### config.mk
export PLATFORM = sky130hd
export DESIGN_NAME = binary_add_pipe
export DESIGN_NICKNAME = d
export VERILOG_FILES = /design/src/rtl/binary_add_pkg.sv /design/src/rtl/binary_add_chunk.sv /design/src/rtl/binary_add_pipe.sv
export SDC_FILE = /design/constraint.sdc
export NUM_CORES = 1
export LEC_CHECK = 0
export BUFFER_PORTS_ARGS = -buffer_cell sky130_fd_sc_hd__buf_2
export CAP_MARGIN = 30
export CORE_ASPECT_RATIO = 1.25
export CORE_MARGIN = 2
export CORE_UTILIZATION = 51
export DETAILED_ROUTE_END_ITERATION = 12
export GPL_ROUTABILITY_DRIVEN = 0
export PLACE_DENSITY = 0.89
export REMOVE_ABC_BUFFERS = 1
export SKIP_CTS_REPAIR_TIMING = 1
export SYNTH_ARGS = -nofsm -noshare
export SYNTH_HDL_FRONTEND = slang
export SYNTH_SLANG_ARGS = --single-unit
### constraint.sdc
create_clock -name clk -period 2.7 [get_ports clk]
set_input_delay 0.54 -clock clk [delete_from_list [all_inputs] [get_ports clk]]
set_output_delay 0.54 -clock clk [all_outputs]
set_load 0.03 [all_outputs]
### src/rtl/binary_add_pkg.sv
// Shared helpers for the pipelined add/subtract unit: chunk sizing and saturation patterns.
package binary_add_pkg;

  localparam int MAX_WIDTH = 64;

  function automatic int chunk_w(input int width, input int stages);
    return (width + stages - 1) / stages;
  endfunction

  // Patterns are built at MAX_WIDTH and narrowed to WIDTH by the caller.
  function automatic logic [MAX_WIDTH-1:0] sat_max(input int width);
    return (MAX_WIDTH'(1) << (width - 1)) - MAX_WIDTH'(1);
  endfunction

  function automatic logic [MAX_WIDTH-1:0] sat_min(input int width);
    return MAX_WIDTH'(1) << (width - 1);
  endfunction

endpackage

### src/rtl/binary_add_chunk.sv
// Combinational CW-bit adder slice; also reports the carry into and out of local bit MSB,
// which the top uses on the chunk holding the result's sign bit.
module binary_add_chunk
  import binary_add_pkg::*;
#(
  parameter int CW  = 4,
  parameter int MSB = CW - 1
) (
  input  logic [CW-1:0] a,
  input  logic [CW-1:0] b,
  input  logic          cin,
  output logic [CW-1:0] sum,
  output logic          cout,
  output logic          c_msb,
  output logic          c_top
);

  logic [CW:0] full;

  assign full  = {1'b0, a} + {1'b0, b} + {{CW{1'b0}}, cin};
  assign sum   = full[CW-1:0];
  assign cout  = full[CW];
  assign c_msb = a[MSB] ^ b[MSB] ^ full[MSB];
  assign c_top = (a[MSB] & b[MSB]) | (c_msb & (a[MSB] ^ b[MSB]));

endmodule

### src/rtl/binary_add_pipe.sv
// Pipelined add/subtract: the carry chain is cut into STAGES chunks, operands and partial sums
// travel together through the stage registers, and the last stage doubles as the output register.
module binary_add_pipe
  import binary_add_pkg::*;
#(
  parameter int WIDTH  = 11,
  parameter int STAGES = 2,
  parameter int SAT    = 0
) (
  input  logic             clk,
  input  logic             rst,
  input  logic             en,
  input  logic             in_valid,
  input  logic             sub,
  input  logic [WIDTH-1:0] A,
  input  logic [WIDTH-1:0] B,
  output logic             out_valid,
  output logic [WIDTH-1:0] S,
  output logic             cout,
  output logic             ovf
);

  localparam int CW      = chunk_w(WIDTH, STAGES);
  localparam int PW      = CW * STAGES;
  localparam int K_TOP   = (WIDTH - 1) / CW;
  localparam int MSB_LOC = (WIDTH - 1) % CW;
  localparam int LAST    = STAGES - 1;
  localparam logic [WIDTH-1:0] SAT_MAX = WIDTH'(sat_max(WIDTH));
  localparam logic [WIDTH-1:0] SAT_MIN = WIDTH'(sat_min(WIDTH));

  // Index s holds what stage s sees on its inputs (_st) and what it produces (_nx).
  logic [PW-1:0] a_st   [STAGES];
  logic [PW-1:0] b_st   [STAGES];
  logic [PW-1:0] sum_st [STAGES];
  logic [PW-1:0] sum_nx [STAGES];
  logic [CW-1:0] csum   [STAGES];
  logic          c_st   [STAGES];
  logic          v_st   [STAGES];
  logic          ovf_st [STAGES];
  logic          co_st  [STAGES];
  logic          c_nx   [STAGES];
  logic          c_msb  [STAGES];
  logic          c_top  [STAGES];
  logic          ovf_nx [STAGES];
  logic          co_nx  [STAGES];
  logic [WIDTH-1:0] b_eff;

  // Operands are zero-padded above WIDTH so the truncated top chunk adds harmless zeros.
  assign b_eff     = sub ? ~B : B;
  assign a_st[0]   = PW'(A);
  assign b_st[0]   = PW'(b_eff);
  assign sum_st[0] = '0;
  assign c_st[0]   = sub;
  assign v_st[0]   = in_valid;
  assign ovf_st[0] = 1'b0;
  assign co_st[0]  = 1'b0;

  for (genvar s = 0; s < STAGES; s++) begin : g_stage
    binary_add_chunk #(
      .CW  (CW),
      .MSB (MSB_LOC)
    ) u_chunk (
      .a     (a_st[s][s*CW +: CW]),
      .b     (b_st[s][s*CW +: CW]),
      .cin   (c_st[s]),
      .sum   (csum[s]),
      .cout  (c_nx[s]),
      .c_msb (c_msb[s]),
      .c_top (c_top[s])
    );

    assign sum_nx[s] = sum_st[s] | (PW'(csum[s]) << (s * CW));
    // Flags are captured in the chunk that owns bit WIDTH-1 and then just ride along.
    assign ovf_nx[s] = (s == K_TOP) ? (c_msb[s] ^ c_top[s]) : ovf_st[s];
    assign co_nx[s]  = (s == K_TOP) ? c_top[s] : co_st[s];

    if (s < LAST) begin : g_reg
      logic [PW-1:0] a_q;
      logic [PW-1:0] b_q;
      logic [PW-1:0] sum_q;
      logic          c_q;
      logic          v_q;
      logic          ovf_q;
      logic          co_q;

      always_ff @(posedge clk) begin
        if (rst) begin
          v_q <= 1'b0;
        end else if (en) begin
          a_q   <= a_st[s];
          b_q   <= b_st[s];
          sum_q <= sum_nx[s];
          c_q   <= c_nx[s];
          v_q   <= v_st[s];
          ovf_q <= ovf_nx[s];
          co_q  <= co_nx[s];
        end
      end

      assign a_st[s+1]   = a_q;
      assign b_st[s+1]   = b_q;
      assign sum_st[s+1] = sum_q;
      assign c_st[s+1]   = c_q;
      assign v_st[s+1]   = v_q;
      assign ovf_st[s+1] = ovf_q;
      assign co_st[s+1]  = co_q;
    end
  end

  // Result registers load only for a valid result so bubbles leave the last answer visible.
  always_ff @(posedge clk) begin
    if (rst) begin
      out_valid <= 1'b0;
      S         <= '0;
      cout      <= 1'b0;
      ovf       <= 1'b0;
    end else if (en) begin
      out_valid <= v_st[LAST];
      if (v_st[LAST]) begin
        cout <= co_nx[LAST];
        ovf  <= ovf_nx[LAST];
        if (SAT != 0 && ovf_nx[LAST]) begin
          S <= a_st[LAST][WIDTH-1] ? SAT_MIN : SAT_MAX;
        end else begin
          S <= sum_nx[LAST][WIDTH-1:0];
        end
      end
    end
  end

endmodule
==> flow_summary.toml <==
[status]
outcome = "completed"

[global_route]
grt_pass1_vias = 1103
grt_max_degree = 18
grt_use_total = 0.177
grt-ovfl-total = 0
grt_first_pass_wirelength_um = 4300
antenna_found_initial = 0

[sta]
skew_ps = 7.84
worstMarginPinSlew_ps = 565
post-route-min-period_ps = 2380
finalWorstSetupSlack_ps = 321
max_freq_ghz = 0.420
grt_setup_unrepaired = "false"
timing_hold_violations_final = 0
relSlewSlack = 0.623
finalCritPeriodShare = 0.881
tns_ps = 0
timing.final.max_slew_violations = 0
setup_viol = 0
whs_ps = 385

[logic_synthesis]
yosysMostFrequentCell = "nand2_1"
synth-edff-count = 17
ys_top_cells_by_count = "nand2_1, edfxtp_1, a21oi_1, dfxtp_1, xor2_1"
yosysSeqAreaShare = 0.523
synthArstFlopShare = 0
synth_cell_type_count = 28
ys.flop_type = "edfxtp_1"
synth_top_area_share = 0.330
netlist_top_cells_area = "edfxtp_1, dfxtp_1, ha_1"
synth.largest_area_cell = "edfxtp_1"
yosysWarnings = 0
avgSynthCellArea_um2 = 11.3
netlist_instances = 137
synth_area_mm2 = 0.00155
ys_ff_latch = 32

[finish]
final_area_mm2 = 0.00183
drive_gt1_frac = 0.280
num-fill-cells = 249
fin_nets = 221
syn_to_final_growth_pct = 18.2
n_antenna_cell = 0

[floorplanning]
initial_core_util = 0.531
io_pins = 41
rows = 22
dieArea_mm2 = 0.00350
coreArea_mm2 = 0.00292
die_h_um = 65.6
die_x_um = 53.3

[critical_path]
arrival_ps = 2640
crit_type = "reg -> reg"
endpoint_kind = "flop"
startpoint_type = "flop"
cp_max_fo = 2
required_ps = 2970

[power]
ir_worst_vdd_uv = 382
p_leak_nw = 0.800
power_density_mw_per_mm2 = 564

[route]
totalWireLength_um = 2540
drcViolationCount = 0
dr.first_iter.drc_count = 15
ant_nets = 0
wire_per_inst_um = 11.6
dr.pass1.iters = 4
vias = 1103
post_drt_via_cell_ratio = 5.06

[flow_run]
timing.max_cap.violations = 0

[placed_design]
dpl.hpwl_um = 2080
place_area_mm2 = 0.00178
io_buffer_count = 40
pre_cts_ws_ps = 334

[cts]
cts-root-buf = "clkbuf_4"
cts.sinks = 32
clock_latency_ps = 320
clk_pin_slew_ps = 90
cts_buffer_depth = 2
cts_htree_levels = 2
cts_made_buffers = 5
cts_tree = "yes"

[hold_path]
hp-class = "in -> reg"
[report_power, final]
| part | switching [mW] | leakage [nW] | total, mW | internal (mW) |
|---|---|---|---|---|
| Sequential | 0.0127 | 0.281 | 0.567 | 0.555 |
| Clock | 0.146 | 0.0259 | 0.245 | 0.0989 |
| Combinational | 0.122 | 0.493 | 0.219 | 0.0972 |
| Total | 0.281 | 0.800 | 1.03 | 0.751 |
[per-stage QoR]
stage / total power, mW / util / instances
after floorplan: 0.730 / - / 133
after global placement: 0.782 / 0.609 / 210
after detailed placement: 0.798 / 0.609 / 210
after CTS: 1.05 / 0.627 / 218
after global routing: 1.10 / 0.627 / 218
final: 1.03 / 0.627 / 218
[worst max-delay path: stages (launching register included)]
cell and delay [ps]:
edfxtp_1 330, inv_1 50, fa_1 420, inv_1 80, fa_1 210, a21o_1 130, a21oi_1 80, fa_1 410
xnor2_1 230, xnor2_1 150, nand2_1 70, a21oi_1 150
[cell usage in the layout, fill, tap and decap left out, drive strengths merged]
cell and instances:
a211oi 4, a21o 2, a21oi 15, a31oi 1, and2 1, and3 1, buf 41, clkbuf 6
clkinv 1, clkinvlp 1, dfxtp 15, edfxtp 17, fa 4, ha 9, inv 9, mux2i 2
nand2 19, nand2b 2, nand3b 1, nor2 6, nor2b 2, o21a 1, o21ai 4, o31a 1
xnor2 5, xor2 12
[final cells by class]
| type | instances | area, µm² | share of cell area |
|---|---|---|---|
| Timing Repair Buffer | 41 | 208 | 0.113 |
| Multi-Input combinational cell | 92 | 681 | 0.372 |
| Clock buffer | 6 | 41.3 | 0.0226 |
| Sequential cell | 32 | 811 | 0.443 |
| Tap cell | 36 | 45.0 | 0.0246 |
| Inverter | 9 | 33.8 | 0.0185 |
| Clock inverter | 2 | 11.3 | 0.00615 |
[flip-flops by register name, indices dropped and copies added (netlist names)]
signal	count
cout	1
out_valid	1
g_stage.g_reg.a_q	5
g_stage.g_reg.v_q	1
g_stage.g_reg.b_q	5
g_stage.g_reg.sum_q	6
g_stage.g_reg.c_q	1
ovf	1
S	11
[kinds of logic after synthesis]
group / after synthesis / synth area share
simple gates: 32 / 0.0897
flops: 32 / 0.523
compound gates: 28 / 0.114
xor+xnor: 17 / 0.0961
buf+inv: 13 / 0.0371
fa+ha+maj: 13 / 0.124
mux: 2 / 0.0153
[worst paths after layout]
| check | startpoint | end | slack [ps] | cells past startpoint |
|---|---|---|---|---|
| max | g_stage[0].g_reg.a_q[6] | ovf | 320 | 11 |
| max reg2reg | g_stage[0].g_reg.a_q[6] | ovf | 320 | 11 |
| min | A[8] | g_stage[0].g_reg.a_q[8] | 380 | 1 |
| min reg2reg | ovf | ovf | 460 | 2 |
[metal layers]
layer,global-route usage,vias to the layer above,share of wire
met3,0.0477,7,0.067
met5,0,-,0
met4,0.163,0,0.039
met1,0.162,495,0.36
li1,-,558,-
met2,0.301,43,0.53
(Power assumes the default switching activity.)
